## src/rtl/pipe_pkg.sv

```systemverilog
// pipe_pkg: definitions shared by every pipeline stage boundary.
//   - pipe_state_e : occupancy state of a stage register (EMPTY / ONE / TWO)
//   - CNT_W_DEF    : default width of the stall counter
//   - CTRL_*       : bit positions of the control bundle, so each boundary
//                    places alu_out_sel, jal, reg_jump, jump, dm2reg and
//                    pc_src identically.
package pipe_pkg;

    typedef enum logic [1:0] {
        EMPTY = 2'd0,
        ONE   = 2'd1,
        TWO   = 2'd2
    } pipe_state_e;

    localparam int CNT_W_DEF  = 16;
    localparam int CTRL_W_DEF = 6;

    localparam int CTRL_ALU_OUT_SEL = 0;
    localparam int CTRL_JAL         = 1;
    localparam int CTRL_REG_JUMP    = 2;
    localparam int CTRL_JUMP        = 3;
    localparam int CTRL_DM2REG      = 4;
    localparam int CTRL_PC_SRC      = 5;

endpackage

```

## src/rtl/pipe_slot.sv

```systemverilog
// pipe_slot: one entry of a pipeline stage (valid bit + control + payload).
// Ports:
//   clk, rst  : clock, synchronous active-high reset (clears everything)
//   load      : capture d_ctrl/d_data and mark the entry valid
//   clr       : drop the entry (valid=0); wins over load, payload is kept
//   d_ctrl    : control bundle to capture
//   d_data    : payload to capture
//   q_vld     : entry valid
//   q_ctrl    : control bundle, forced to zero while the entry is invalid
//   q_data    : payload, holds its last value while invalid
module pipe_slot #(
    parameter int CTRL_W = 6,
    parameter int PAY_W  = 64
) (
    input  logic              clk,
    input  logic              rst,
    input  logic              load,
    input  logic              clr,
    input  logic [CTRL_W-1:0] d_ctrl,
    input  logic [PAY_W-1:0]  d_data,
    output logic              q_vld,
    output logic [CTRL_W-1:0] q_ctrl,
    output logic [PAY_W-1:0]  q_data
);

    logic              vld_q,  vld_d;
    logic [CTRL_W-1:0] ctrl_q, ctrl_d;
    logic [PAY_W-1:0]  data_q, data_d;

    always_comb begin
        vld_d  = vld_q;
        ctrl_d = ctrl_q;
        data_d = data_q;
        if (clr) begin
            vld_d = 1'b0;
        end else if (load) begin
            vld_d  = 1'b1;
            ctrl_d = d_ctrl;
            data_d = d_data;
        end
    end

    always_ff @(posedge clk) begin
        if (rst) begin
            vld_q  <= 1'b0;
            ctrl_q <= '0;
            data_q <= '0;
        end else begin
            vld_q  <= vld_d;
            ctrl_q <= ctrl_d;
            data_q <= data_d;
        end
    end

    assign q_vld  = vld_q;
    // A bubble must never present live control bits downstream.
    assign q_ctrl = vld_q ? ctrl_q : '0;
    assign q_data = data_q;

endmodule

```

## src/rtl/pipe_stage_skid.sv

```systemverilog
// pipe_stage_skid: valid/ready pipeline stage register with optional
// two-entry skid buffer, flush-to-bubble and a saturating stall counter.
// Ports:
//   clk, rst   : clock, synchronous active-high reset
//   flush      : squash held entries and any same-cycle input
//   in_valid   : upstream entry present
//   in_ready   : stage can accept (registered when SKID=1)
//   in_ctrl    : upstream control bundle
//   in_data    : upstream payload, word k at [k*DATA_W +: DATA_W]
//   out_valid  : downstream entry present
//   out_ready  : downstream accepts
//   out_ctrl   : control bundle, zero whenever out_valid=0
//   out_data   : payload, holds last value when invalid
//   stall_cnt  : saturating count of cycles with out_valid & !out_ready
module pipe_stage_skid
    import pipe_pkg::*;
#(
    parameter int CTRL_W = CTRL_W_DEF,
    parameter int DATA_W = 32,
    parameter int NCH    = 2,
    parameter int SKID   = 1,
    parameter int CNT_W  = CNT_W_DEF
) (
    input  logic                  clk,
    input  logic                  rst,
    input  logic                  flush,
    input  logic                  in_valid,
    output logic                  in_ready,
    input  logic [CTRL_W-1:0]     in_ctrl,
    input  logic [NCH*DATA_W-1:0] in_data,
    output logic                  out_valid,
    input  logic                  out_ready,
    output logic [CTRL_W-1:0]     out_ctrl,
    output logic [NCH*DATA_W-1:0] out_data,
    output logic [CNT_W-1:0]      stall_cnt
);

    localparam int PAY_W = NCH * DATA_W;

    pipe_state_e       state_q, state_d;
    logic              in_ready_q, in_ready_d;
    logic [CNT_W-1:0]  stall_cnt_q, stall_cnt_d;

    logic              accept, emit;
    logic              main_load, main_clr, main_from_skid;
    logic              skid_load, skid_clr;
    logic              main_vld, skid_vld;
    logic [CTRL_W-1:0] main_ctrl, skid_ctrl, main_ctrl_in;
    logic [PAY_W-1:0]  main_data, skid_data, main_data_in;

    // With the skid buffer in_ready comes from a flop, so out_ready never
    // reaches in_ready combinationally; without it the stage is a plain
    // register that can accept whenever its entry leaves this cycle.
    assign in_ready  = (SKID != 0) ? in_ready_q : (!main_vld || out_ready);
    assign accept    = in_valid && in_ready;
    assign emit      = main_vld && out_ready;

    always_comb begin
        state_d        = state_q;
        main_load      = 1'b0;
        main_clr       = 1'b0;
        main_from_skid = 1'b0;
        skid_load      = 1'b0;
        skid_clr       = 1'b0;
        if (flush) begin
            state_d  = EMPTY;
            main_clr = 1'b1;
            skid_clr = 1'b1;
        end else if (SKID != 0) begin
            case (state_q)
                EMPTY: begin
                    if (accept) begin
                        main_load = 1'b1;
                        state_d   = ONE;
                    end
                end
                ONE: begin
                    if (accept && emit) begin
                        main_load = 1'b1;
                    end else if (accept) begin
                        skid_load = 1'b1;
                        state_d   = TWO;
                    end else if (emit) begin
                        main_clr = 1'b1;
                        state_d  = EMPTY;
                    end
                end
                TWO: begin
                    // Oldest entry leaves; the skid entry moves up behind it.
                    if (emit && skid_vld) begin
                        main_load      = 1'b1;
                        main_from_skid = 1'b1;
                        skid_clr       = 1'b1;
                        state_d        = ONE;
                    end
                end
                default: begin
                    state_d  = EMPTY;
                    main_clr = 1'b1;
                    skid_clr = 1'b1;
                end
            endcase
        end else begin
            if (accept) begin
                main_load = 1'b1;
                state_d   = ONE;
            end else if (emit) begin
                main_clr = 1'b1;
                state_d  = EMPTY;
            end
        end
    end

    assign main_ctrl_in = main_from_skid ? skid_ctrl : in_ctrl;
    assign main_data_in = main_from_skid ? skid_data : in_data;

    always_comb begin
        in_ready_d  = (state_d != TWO);
        stall_cnt_d = stall_cnt_q;
        if (main_vld && !out_ready && (stall_cnt_q != {CNT_W{1'b1}})) begin
            stall_cnt_d = stall_cnt_q + CNT_W'(1);
        end
    end

    always_ff @(posedge clk) begin
        if (rst) begin
            state_q     <= EMPTY;
            in_ready_q  <= 1'b1;
            stall_cnt_q <= '0;
        end else begin
            state_q     <= state_d;
            in_ready_q  <= in_ready_d;
            stall_cnt_q <= stall_cnt_d;
        end
    end

    pipe_slot #(.CTRL_W(CTRL_W), .PAY_W(PAY_W)) u_main (
        .clk    (clk),
        .rst    (rst),
        .load   (main_load),
        .clr    (main_clr),
        .d_ctrl (main_ctrl_in),
        .d_data (main_data_in),
        .q_vld  (main_vld),
        .q_ctrl (main_ctrl),
        .q_data (main_data)
    );

    // Never loaded when SKID=0, so it stays empty and drops out in synthesis.
    pipe_slot #(.CTRL_W(CTRL_W), .PAY_W(PAY_W)) u_skid (
        .clk    (clk),
        .rst    (rst),
        .load   (skid_load),
        .clr    (skid_clr),
        .d_ctrl (in_ctrl),
        .d_data (in_data),
        .q_vld  (skid_vld),
        .q_ctrl (skid_ctrl),
        .q_data (skid_data)
    );

    assign out_valid = main_vld;
    assign out_ctrl  = main_ctrl;
    assign out_data  = main_data;
    assign stall_cnt = stall_cnt_q;

endmodule

```

## config.mk

```make
export PLATFORM = sky130hd
export DESIGN_NAME = pipe_stage_skid
export DESIGN_NICKNAME = d
export VERILOG_FILES = /design/src/rtl/pipe_pkg.sv /design/src/rtl/pipe_slot.sv /design/src/rtl/pipe_stage_skid.sv
export SDC_FILE = /design/constraint.sdc
export NUM_CORES = 1
export LEC_CHECK = 0
export ABC_AREA = 1
export BUFFER_PORTS_ARGS = -buffer_cell sky130_fd_sc_hd__buf_2
export CORE_MARGIN = 8
export CORE_UTILIZATION = 40
export DETAILED_ROUTE_END_ITERATION = 6
export HOLD_SLACK_MARGIN = 0.05
export PLACE_DENSITY = 0.67
export SLEW_MARGIN = 0
export SYNTH_ARGS = -nofsm -noshare
export SYNTH_HDL_FRONTEND = slang
export SYNTH_HIERARCHICAL = 1
export SYNTH_SLANG_ARGS = --single-unit
```

## constraint.sdc

```tcl
create_clock -name clk -period 2.7 [get_ports clk]
set_input_delay 0.27 -clock clk [delete_from_list [all_inputs] [get_ports clk]]
set_output_delay 0.27 -clock clk [all_outputs]
set_load 0.005 [all_outputs]
```

==> flow_summary.rst, run 1 <==
.. list-table::
   :header-rows: 1

   * - Metric
     - Value
   * - Pin slew with the least headroom to its limit
     - 0.837 ns
   * - Power Total
     - 5.37 mW
   * - Standard-cell row count
     - 52
   * - RD Place Congestion
     - 0.815
   * - Hold Vio Cnt, Final
     - 0
   * - Relative contribution of combinational cells to total power
     - 0.106
   * - Synth top area share
     - 0.393
   * - Final Setup Violations
     - 0
   * - Synthesized area per cell
     - 6.07 sq um
   * - Share of total power consumed by net switching
     - 0.259
   * - Number of different library cells in the post-synthesis netlist
     - 23
   * - Main combinational cell family by area after synthesis
     - simple AND/OR/NAND/NOR gates
   * - Cell type group with the largest total delay on the critical path
     - buffers and inverters
   * - Max-slew headroom at the worst pin
     - 0.442
   * - Sequential cell area fraction in the yosys report
     - 0.393
   * - I/O pins
     - 163
   * - Dominant cell type by area after synthesis
     - dfxtp_1
   * - Initial Utilization
     - 0.407
   * - Cell types occupying the most area after synthesis
     - dfxtp_1 39%, nand2_1 16%, nor2_1 14%, nand3_1 9.4%, inv_1 7.9%
   * - Clk_skew
     - 0.00679 ns
   * - Fraction of registers with async set/reset
     - 0
   * - Aggregate global-route resource usage
     - 0.181
   * - Worst-case hold slack
     - 0.165 ns
   * - Detailed-route wire length per cell
     - 13.3 microns
   * - Leakage power summed over all cells
     - 4.94 nW
   * - Class of the worst hold path
     - in2reg
   * - Ranking of synthesized cells by instance count
     - 355 x nand2_1, 308 x nor2_1, 172 x inv_1
   * - Maximum net fanout on the critical path
     - 50
   * - Classification of the worst setup path
     - reg2reg
   * - Total Wirelength
     - 23.3 mm
   * - Number of nets produced by synthesis
     - 1429
   * - Fraction of the mapped netlist area in compound gates
     - 0.0562
   * - Cell with the largest stage delay on the worst path
     - dfxtp_1
   * - Bufs and invs on worst path
     - 5
   * - Number of port buffers
     - 162
   * - Basic-gate share of the synthesized area counting and, or, nand and nor cells
     - 0.412
   * - First-pass GRT wire length
     - 38.9 mm
   * - Largest buffer count on any clock path
     - 2
   * - Area of the die
     - 25400 sq um
   * - Growth of design area from synthesis to finish
     - 18.6%
   * - Flip-flop and latch count after synthesis
     - 161
   * - Inserted Clock Buffers
     - 17
   * - Clock tree root driver cell
     - clkbuf_16
   * - Number of hold buffers added after cts
     - 0
   * - Clk_lat worst skew
     - 0.42 ns
   * - First-pass DRT Iterations
     - 5
   * - # Post-CTS Setup Buffers
     - 0
   * - Cell Area, Synth
     - 8210 sq um
   * - List of cells traversed by the critical path
     - inv_1, nor2_2, nand3_2, buf_4, buf_4, nor2_4, buf_12, nand2_1, nand2_1, inv_1, nand3_1, nand2_1, nor2_1
   * - Most frequent cell after synthesis
     - nand2_1
   * - Summed negative setup slack over all endpoints
     - 0 ns
   * - Count of pins over their slew limit
     - 0
   * - Number of sinks on the clock net
     - 161
   * - Fraction of layout cells with a size suffix above 1
     - 0.154
   * - Total DRC errors in the routed layout
     - 0
   * - Number of antenna violations at the first check in global routing
     - 4
   * - Post-CTS sizing
     - 0
   * - Share of the synthesized netlist area taken by xor and xnor gates
     - 0.00640
   * - Internal power
     - 3.98 mW
   * - Vias in the first global route
     - 7726
   * - Vias per cell
     - 4.70
   * - Number of flops mapped to enable cells by yosys
     - 0
   * - Overall die width
     - 159 microns
   * - Number of design-rule violations left by the first detailed-router iteration
     - 477
   * - Startpoint class of the critical path
     - flip-flop
   * - Result of the run
     - complete, no violations
   * - Total Nets Final
     - 1546
   * - Count of synthesis-stage warnings from yosys
     - 6
   * - Fraction of the cycle the final worst path needs
     - 0.820
   * - Adder and majority gate portion of the synthesized area
     - 0.00152
   * - Kind of end point of the critical path
     - flip-flop
   * - Share of total power in the clock network
     - 0.431
   * - Die span in y
     - 159 microns
   * - Worst endpoint data arrival time
     - 2.56 ns
   * - Sequential Power Share
     - 0.463
   * - Core area
     - 20200 sq um
   * - Min Clock Period, post-route
     - 2.22 ns
   * - Grt ovf
     - 0
   * - Switching power
     - 1.39 mW
   * - Data required, critical path
     - 3.05 ns
   * - Cell repeated most along the worst path
     - nand2_1
   * - Setup repair after global routing missed its margin
     - false
   * - Share of cell area taken by muxes after synthesis
     - 0
   * - Post-DP HPWL
     - 15.3 mm
   * - Number of vias after detailed routing
     - 8241
   * - Power per unit of standard cell area
     - 551 nW/um^2
   * - Max-capacitance violation count
     - 0
   * - Maximum ir drop on the vdd rail
     - 355 uV
   * - Largest net degree at the start of global routing
     - 72
   * - DRT antenna net count
     - 0
   * - Longest individual stage delay on the worst path
     - 0.44 ns
   * - Clock transition at the registers of the reported paths
     - 0.07 ns
   * - Achievable frequency
     - 0.451 GHz
   * - Flip-flop cell with the highest count after synthesis
     - dfxtp_1
   * - Number of instances in the synthesized netlist
     - 1353
   * - TritonCTS clock tree
     - built
   * - H-tree lvl count
     - 4
## power groups by stage
stage / sequential (mW) / combinational [mW] / clock [mW]
2_1_floorplan: 2.54 / 0.346 / 0
3_3_place_gp: 2.54 / 0.566 / 0
6_report: 2.49 / 0.567 / 2.32
5_1_grt: 2.49 / 0.649 / 2.48
4_1_cts: 2.49 / 0.573 / 2.38
3_5_place_dp: 2.54 / 0.571 / 0
## sequential cells by signal, summed over array words and instances, names as in the netlist
signal / count
in_ready: 1
stall_cnt: 16
state_q: 2
u_main/ctrl_q: 6
u_main/q_data: 64
u_main/q_vld: 1
u_skid/ctrl_q: 6
u_skid/q_data: 64
u_skid/q_vld: 1
## placed cells by master (no fill, tap or decap), types with 2 or more instances in the layout
cell type,synthesis,final
inv_1,172,171
a21oi_1,14,14
clkinv_2,0,3
xnor2_1,3,3
inv_2,6,7
nand4_1,7,7
o21ai_0,75,75
nand3_1,154,154
nor3_1,2,2
clkbuf_16,0,17
dfxtp_1,161,161
clkinvlp_4,0,4
clkbuf_8,0,2
nor2_4,4,5
nor2_2,2,2
xor2_1,3,3
buf_12,0,6
clkinv_4,0,3
buf_2,36,162
nand2_1,355,355
buf_4,11,13
nor2_1,308,307
## area by class of cell
type | instances | area, sq um
sequential | 161 | 3220
clock buffer | 20 | 457
fill | 2193 | 10400
clock inverter | 12 | 110
antenna | 1 | 2.50
multi-input combinational | 931 | 3920
inverter | 178 | 668
timing repair buffer | 181 | 1030
tap | 270 | 338
## worst paths after layout
check | startpoint | to | slack (ns) | cells after the start
setup / recovery | u_skid/q_vld$_SDFFE_PP0P_ | u_main/q_data[16]$_SDFFE_PP0P_ | 0.48 | 13
hold / removal | in_data[9] | u_skid/q_data[9]$_SDFFE_PP0P_ | 0.16 | 5
setup reg to reg | u_skid/q_vld$_SDFFE_PP0P_ | u_main/q_data[16]$_SDFFE_PP0P_ | 0.48 | 13
hold reg to reg | u_main/q_data[29]$_SDFFE_PP0P_ | u_main/q_data[29]$_SDFFE_PP0P_ | 0.48 | 2
## logic make-up after synthesis
family / Yosys count
simple gates: 833
buf+inv: 261
fa+ha+maj: 1
compound gates: 91
flops: 161
xor+xnor: 6
## routing by layer
| metal | GRT usage | share of wire |
|---|---|---|
| met1 | 0.234 | 0.47 |
| met5 | 0 | 0.0015 |
| met3 | 0.0424 | 0.056 |
| met2 | 0.296 | 0.46 |
| met4 | 0.0523 | 0.011 |
## through the flow
step                       util  std cells  instance area, sq um  setup WS [ns]
after floorplan               -       1353                  8210          0.751
after global placement    0.455       1721                  9170          0.491
after detailed placement  0.455       1721                  9170          0.467
after CTS                 0.483       1753                  9740          0.500
after global routing      0.483       1754                  9740          0.261
final                     0.483       1754                  9740          0.485
## worst register-to-register path, cell delays in order (launching register included)
cell	delay, ns
dfxtp_1	0.44
inv_1	0.08
nor2_2	0.14
nand3_2	0.08
buf_4	0.24
buf_4	0.31
nor2_4	0.17
buf_12	0.26
nand2_1	0.10
nand2_1	0.09
inv_1	0.04
nand3_1	0.05
nand2_1	0.06
nor2_1	0.11
No activity file was read; power rests on OpenSTA's default activity.
==> run 2, diff against run 1 <==
- clock period: 2.7 -> 2.3 ns (I/O delays scaled with it)
==> run 2 against run 1 <==
Effect of this change:
- worst setup slack got worse by 0.13 ns
- register-to-register slack got worse by 0.13 ns
- core utilization rose by 0.33 points
- first-iteration DRC count fell by 18%
- global-route usage rose by 0.22 points
- critical path type unchanged
- critical endpoint is now u_main/q_data[21]$_SDFFE_PP0P_
- sequential cell count did not move
- largest cell class unchanged
- clock skew rose by 0.0047 ns
- final cell count barely moved
==> flow_summary.rst, run 2 (same netlist as run 1, synthesis figures left out) <==
.. list-table::
   :header-rows: 1

   * - Metric
     - Value
   * - Result of the run
     - complete, no violations
   * - # Post-CTS Setup Buffers
     - 0 (unchanged)
   * - Detailed-route wire length per cell
     - 13.0 microns (-1.6%)
   * - Sequential cell area
     - 3220 sq um (about the same)
   * - Grt ovf
     - 0 (unchanged)
   * - Data required, critical path
     - 2.66 ns (-0.39 ns)
   * - Vias in the first global route
     - 7924 (+2.6%)
   * - Clk_skew
     - 0.0115 ns (+0.00470 ns)
   * - Setup repair after global routing missed its margin
     - false
   * - Register-to-register setup slack
     - 0.35 ns (-0.13 ns)
   * - Class of the worst hold path
     - in2reg
   * - Diode count
     - 0 (-1)
   * - Number of design-rule violations left by the first detailed-router iteration
     - 389 (-18%)
   * - Aggregate global-route resource usage
     - 0.184 (+0.00218)
   * - Standard-cell row count
     - 52 (unchanged)
   * - Overall die width
     - 159 microns (unchanged)
   * - Longest individual stage delay on the worst path
     - 0.39 ns (-0.05 ns)
   * - Maximum net fanout on the critical path
     - 37 (-26%)
   * - Clk_lat worst skew
     - 0.43 ns (about the same)
   * - H-tree lvl count
     - 4 (unchanged)
   * - Cell type group with the largest total delay on the critical path
     - simple AND/OR/NAND/NOR gates
   * - Worst hold endpoint
     - u_skid/q_data[10]$_SDFFE_PP0P_
   * - Hold_sp
     - in_data[10]
   * - DRT antenna net count
     - 0 (unchanged)
   * - Clock tree root driver cell
     - clkbuf_16
   * - Area of the die
     - 25400 sq um (unchanged)
   * - Count of pins over their slew limit
     - 0 (unchanged)
   * - TritonCTS clock tree
     - built
   * - Leakage power summed over all cells
     - 4.98 nW (+0.83%)
   * - Number of vias after detailed routing
     - 8250 (+0.11%)
   * - Cell repeated most along the worst path
     - nand2_1
   * - Total Nets Final
     - 1548 (+0.13%)
   * - Post-DP HPWL
     - 15.2 mm (-0.65%)
   * - Achievable frequency
     - 0.514 GHz (+14%)
   * - Worst endpoint data arrival time
     - 2.31 ns (-0.25 ns)
   * - Footprint of the multi-input gates
     - 3920 sq um (unchanged)
   * - Max-slew headroom at the worst pin
     - 0.165 (-0.277)
   * - Classification of the worst setup path
     - reg2reg
   * - First-pass DRT Iterations
     - 5 (unchanged)
   * - Fraction of layout cells with a size suffix above 1
     - 0.156 (+0.00249)
   * - Critical R2R Launch
     - u_skid/q_vld$_SDFFE_PP0P_
   * - Commonest cells after routing, fill and taps aside
     - 355 x nand2_1, 307 x nor2_1, 171 x inv_1, 162 x buf_2, 160 x dfxtp_1
   * - Pin slew with the least headroom to its limit
     - 1.25 ns (+0.413 ns)
   * - Max-capacitance violation count
     - 0 (unchanged)
   * - Kind of end point of the critical path
     - flip-flop
   * - Largest net degree at the start of global routing
     - 71 (-1.4%)
   * - Power per unit of standard cell area
     - 679 nW/um^2 (+23%)
   * - Initial Utilization
     - 0.407 (unchanged)
   * - Final Setup Violations
     - 0 (unchanged)
   * - DP Worst Slack
     - 0.195 ns (-0.273 ns)
   * - I/O pins
     - 163 (unchanged)
   * - Number of antenna violations at the first check in global routing
     - 1 (-3)
   * - Cell with the largest stage delay on the worst path
     - dfxtp_2
   * - Vias per cell
     - 4.70 (about the same)
   * - Number of stages on the worst setup path
     - 12 (-1)
   * - Core area
     - 20200 sq um (unchanged)
   * - Clock transition at the registers of the reported paths
     - 0.07 ns (about the same)
   * - Number of sinks on the clock net
     - 161 (unchanged)
   * - Maximum ir drop on the vdd rail
     - 507 uV (+43%)
   * - Inserted Clock Buffers
     - 17 (unchanged)
   * - Total Wirelength
     - 22.9 mm (-1.6%)
   * - Hold Vio Cnt, Final
     - 0 (unchanged)
   * - Number of port buffers
     - 162 (unchanged)
   * - Worst Reg-to-Reg Cells
     - 12 (-1)
   * - Summed negative setup slack over all endpoints
     - 0 ns (unchanged)
   * - Filler cells
     - 2243 (+2.3%)
   * - Fraction of the cycle the final worst path needs
     - 0.847 (+0.0262)
   * - Worst reg2reg endpoint
     - u_main/q_data[21]$_SDFFE_PP0P_
   * - Largest buffer count on any clock path
     - 2 (unchanged)
   * - Most frequent standard cell in the layout excluding fill and tap cells
     - nand2_1
   * - Total DRC errors in the routed layout
     - 0 (unchanged)
   * - First-pass GRT wire length
     - 39.0 mm (+0.34%)
   * - Min Clock Period, post-route
     - 1.95 ns (-0.268 ns)
   * - Startpoint class of the critical path
     - flip-flop
   * - List of cells traversed by the critical path
     - inv_1, nor2_2, nand3_2, buf_4, nor2_4, buf_8, nand2_1, nand2_1, inv_1, nand3_1, nand2_1, nor2_1
   * - Worst setup slack after layout
     - 0.353 ns (-0.132 ns)
   * - Growth of design area from synthesis to finish
     - 19.4%
   * - RD Place Congestion
     - 0.805 (-1.3%)
   * - Die span in y
     - 159 microns (unchanged)
   * - Utilization after layout
     - 0.486 (+0.00329)
   * - Min-Delay Path Depth
     - 5 (unchanged)
   * - Bufs and invs on worst path
     - 4 (-1)
-- run 2: changes by cell type in the layout (fill, tap and decap cells not counted), moves of 2 or more --
cell	delta
buf_12	-3
buf_4	+3
buf_8	+2
bufinv_16	+3
clkinv_2	-2
inv_6	+2
-- run 2: metrics by stage --
stage	hold WS (ns)	total power, mW	area (sq um)	instances
after global placement	0.456	3.64	9150	1723
after CTS	0.103	6.74	9790	1755
after floorplan	0.299	3.39	8210	1353
after detailed placement	0.467	3.65	9150	1723
final	0.120	6.66	9810	1755
after global routing	0.135	6.95	9810	1755
-- run 2: cell type report --
class	instances	area share
clock inverter	14	0.0207
tap	270	0.0344
multi-input combinational	931	0.399
inverter	178	0.0681
timing repair buffer	183	0.104
clock buffer	18	0.0448
sequential	161	0.329
-- run 2: where the power goes --
group,switching (mW),total (mW),internal (mW),leakage [nW]
Clock,1.22,3.08,1.87,0.305
Sequential,0.0424,2.91,2.87,1.31
Combinational,0.417,0.665,0.248,3.36
Total,1.68,6.66,4.99,4.98
-- run 2: tightest hold or removal path: stages --
cell and delay (ns):
buf_2 0.08, inv_1 0.03, nand3_1 0.05, nand2_1 0.04
nor2_1 0.07
-- run 2: worst max path at each step --
stage                                    from                              to  slack, ns
global placement    u_skid/q_vld$_SDFFE_PP0P_  u_main/q_data[25]$_SDFFE_PP0P_       0.26
detailed placement  u_skid/q_vld$_SDFFE_PP0P_  u_main/q_data[25]$_SDFFE_PP0P_       0.19
global route        u_skid/q_vld$_SDFFE_PP0P_  u_main/q_data[57]$_SDFFE_PP0P_        0.1
CTS                 u_skid/q_vld$_SDFFE_PP0P_  u_main/q_data[25]$_SDFFE_PP0P_       0.17
floorplan           u_main/q_vld$_SDFFE_PP0P_  u_main/q_data[24]$_SDFFE_PP0P_       0.35
finish              u_skid/q_vld$_SDFFE_PP0P_  u_main/q_data[21]$_SDFFE_PP0P_       0.35
-- run 2: timing repair --
item / CTS / global route
hold buffers: 0 / 0
endpoints found under the setup margin: 0 / 61
gates resized for setup: 0 / 5
-- run 2: routing by layer --
layer	global-route usage	wire, microns	vias up	part of all wire
met5	0	13	-	0.00057
met4	0.0545	307	2	0.013
met3	0.0450	1340	24	0.058
met2	0.318	10600	182	0.46
met1	0.221	10600	3711	0.46
li1	-	-	4331	-
==> run 3, diff against run 2 <==
- clock period: 2.3 -> 2.01 ns (I/O delays scaled with it)
==> run 3 against run 2 <==
Effect of this change:
- maximum frequency is 5.0% higher
- sequential cell count stayed put
- via count is 0.58% higher
- final area is 2.3% higher
- routed wire length is 4.1% higher
- first-iteration DRC count is 2.8% higher
- critical path depth is 1 higher
- count of clock-buffer cells in the layout is 1 higher
==> flow_summary.rst, run 3 (same netlist as run 1, synthesis figures left out) <==
.. list-table::
   :header-rows: 1

   * - Metric
     - Value
   * - Result of the run
     - complete, no violations
   * - Hold Vio Cnt, Final
     - 0 (unchanged)
   * - Cell type group with the largest total delay on the critical path
     - simple AND/OR/NAND/NOR gates
   * - Total Nets Final
     - 1560 (+0.78%)
   * - Footprint of the multi-input gates
     - 3920 sq um (+0.19%)
   * - Max-capacitance violation count
     - 0 (unchanged)
   * - Standard-cell row count
     - 52 (unchanged)
   * - Clk_skew
     - 0.0118 ns (+0.000270 ns)
   * - H-tree lvl count
     - 4 (unchanged)
   * - Power per unit of standard cell area
     - 785 nW/um^2 (+16%)
   * - Grt ovf
     - 0 (unchanged)
   * - Data required, critical path
     - 2.37 ns (-0.29 ns)
   * - Detailed-route wire length per cell
     - 13.5 microns (+3.4%)
   * - Cell with the largest stage delay on the worst path
     - dfxtp_1
   * - Most frequent standard cell in the layout excluding fill and tap cells
     - nand2_1
   * - Clock tree root driver cell
     - clkbuf_16
   * - First-pass GRT wire length
     - 38.6 mm (-0.97%)
   * - Clk_lat worst skew
     - 0.42 ns (about the same)
   * - Min Clock Period, post-route
     - 1.85 ns (-0.0931 ns)
   * - Kind of end point of the critical path
     - flip-flop
   * - Post-DP HPWL
     - 15.3 mm (+0.82%)
   * - Worst endpoint data arrival time
     - 2.21 ns (-0.10 ns)
   * - Class of the worst hold path
     - in2reg
   * - Commonest cells after routing, fill and taps aside
     - 354 x nand2_1, 307 x nor2_1, 171 x inv_1, 162 x buf_2, 161 x dfxtp_1
   * - Overall die width
     - 159 microns (unchanged)
   * - Achievable frequency
     - 0.539 GHz (+5.0%)
   * - Bufs and invs on worst path
     - 4 (unchanged)
   * - Inserted Clock Buffers
     - 17 (unchanged)
   * - Fraction of layout cells with a size suffix above 1
     - 0.163 (+0.00676)
   * - List of cells traversed by the critical path
     - nand2_2, nor2_4, nand3_2, o21a_1, o21ai_0, nand2_1, inv_2, inv_2, nor2_4, buf_4, clkbuf_16, nor2_1, nor2_1
   * - Worst-case hold slack
     - 0.0940 ns (-0.0260 ns)
   * - Aggregate global-route resource usage
     - 0.181 (-0.00234)
   * - Startpoint class of the critical path
     - flip-flop
   * - Non-filler cells in the finished layout
     - 1767 (+0.68%)
   * - Number of design-rule violations left by the first detailed-router iteration
     - 400 (+2.8%)
   * - Sequential cell area
     - 3220 sq um (about the same)
   * - Initial Utilization
     - 0.407 (unchanged)
   * - Leakage power summed over all cells
     - 5.09 nW (+2.3%)
   * - Number of port buffers
     - 162 (unchanged)
   * - Diode count
     - 0 (unchanged)
   * - Area of the die
     - 25400 sq um (unchanged)
   * - Vias per cell
     - 4.70 (-0.10%)
   * - First-pass DRT Iterations
     - 5 (unchanged)
   * - Number of antenna violations at the first check in global routing
     - 1 (unchanged)
   * - Number of sinks on the clock net
     - 161 (unchanged)
   * - Number of vias after detailed routing
     - 8298 (+0.58%)
   * - TritonCTS clock tree
     - built
   * - Cell total after placement
     - 1729 (+0.35%)
   * - Total Wirelength
     - 23.8 mm (+4.1%)
   * - Fraction of the cycle the final worst path needs
     - 0.922 (+0.0759)
   * - Total DRC errors in the routed layout
     - 0 (unchanged)
   * - Count of pins over their slew limit
     - 0 (unchanged)
   * - Pin slew with the least headroom to its limit
     - 0.765 ns (-0.485 ns)
   * - Number of hold buffers added after cts
     - 0 (unchanged)
   * - Clock transition at the registers of the reported paths
     - 0.07 ns (about the same)
   * - Classification of the worst setup path
     - reg2reg
   * - Final Setup Violations
     - 0 (unchanged)
   * - Largest net degree at the start of global routing
     - 71 (unchanged)
   * - Power Total
     - 7.88 mW (+18%)
   * - Growth of design area from synthesis to finish
     - 22.2%
   * - RD Place Congestion
     - 0.810 (+0.63%)
   * - Worst setup slack after layout
     - 0.156 ns (-0.197 ns)
   * - I/O pins
     - 163 (unchanged)
   * - Maximum ir drop on the vdd rail
     - 604 uV (+19%)
   * - Maximum net fanout on the critical path
     - 11 (-70%)
   * - DRT antenna net count
     - 0 (unchanged)
   * - Largest buffer count on any clock path
     - 2 (unchanged)
   * - DP Worst Slack
     - 0.139 ns (-0.0553 ns)
   * - Filler cells
     - 2176 (-3.0%)
   * - Longest individual stage delay on the worst path
     - 0.35 ns (-0.04 ns)
   * - Max-slew headroom at the worst pin
     - 0.490 (+0.325)
   * - Core area
     - 20200 sq um (unchanged)
   * - Die span in y
     - 159 microns (unchanged)
   * - Summed negative setup slack over all endpoints
     - 0 ns (unchanged)
   * - Vias in the first global route
     - 7819 (-1.3%)
-- run 3: cell count changes in the layout (fill, tap and decap cells not counted), moves of 3 or more --
cell and delta:
buf_6 +5, buf_4 +3, inv_6 -3, buf_12 +4
-- run 3: path summary, 6_finish.rpt --
check                                      start                        endpoint  slack, ns  depth (start not counted)
hold reg to reg   u_main/q_data[31]$_SDFFE_PP0P_  u_main/q_data[31]$_SDFFE_PP0P_       0.47                          2
setup / recovery       u_main/q_vld$_SDFFE_PP0P_  u_main/q_data[46]$_SDFFE_PP0P_       0.16                         13
hold / removal                       in_data[12]  u_skid/q_data[12]$_SDFFE_PP0P_       0.09                          5
setup reg to reg       u_main/q_vld$_SDFFE_PP0P_  u_main/q_data[46]$_SDFFE_PP0P_       0.16                         13
-- run 3: power by group --
| group | total (mW) | switching, mW | internal, mW |
|---|---|---|---|
| registers | 3.33 | 0.0464 | 3.29 |
| clock network | 3.75 | 1.35 | 2.40 |
| logic | 0.794 | 0.492 | 0.302 |
-- run 3: routing by layer --
| metal | routed length, microns | up-vias | track usage |
|---|---|---|---|
| met5 | 8 | - | 0 |
| met4 | 299 | 2 | 0.0562 |
| met3 | 1430 | 18 | 0.0437 |
| met2 | 11000 | 207 | 0.305 |
| met1 | 11100 | 3714 | 0.225 |
| li1 | - | 4357 | - |
-- run 3: layout make-up --
type | count | area share
Inverter | 178 | 0.0666
Sequential cell | 161 | 0.321
Clock inverter | 13 | 0.0231
Clock buffer | 19 | 0.0451
Tap cell | 270 | 0.0337
Multi-Input combinational cell | 931 | 0.391
Timing Repair Buffer | 195 | 0.120
-- run 3: through the flow --
| step | area [sq um] | utilization |
|---|---|---|
| global placement | 9250 | 0.458 |
| detailed placement | 9250 | 0.458 |
| global route | 10000 | 0.498 |
| finish | 10000 | 0.498 |
| floorplan | 8210 | - |
| CTS | 9930 | 0.492 |
-- run 3: worst register-to-register path, cell delays in order (launching register included) --
cell and delay, ns:
dfxtp_1 0.35, nand2_2 0.09, nor2_4 0.13, nand3_2 0.12
o21a_1 0.14, o21ai_0 0.07, nand2_1 0.09, inv_2 0.11
inv_2 0.05, nor2_4 0.14, buf_4 0.17, clkbuf_16 0.18
nor2_1 0.06, nor2_1 0.09
-- run 3: what timing repair did --
action | 4_1_cts | 5_1_grt
setup buffers | 0 | 3
endpoints found under the setup margin | 0 | 55
resized for setup | 0 | 6
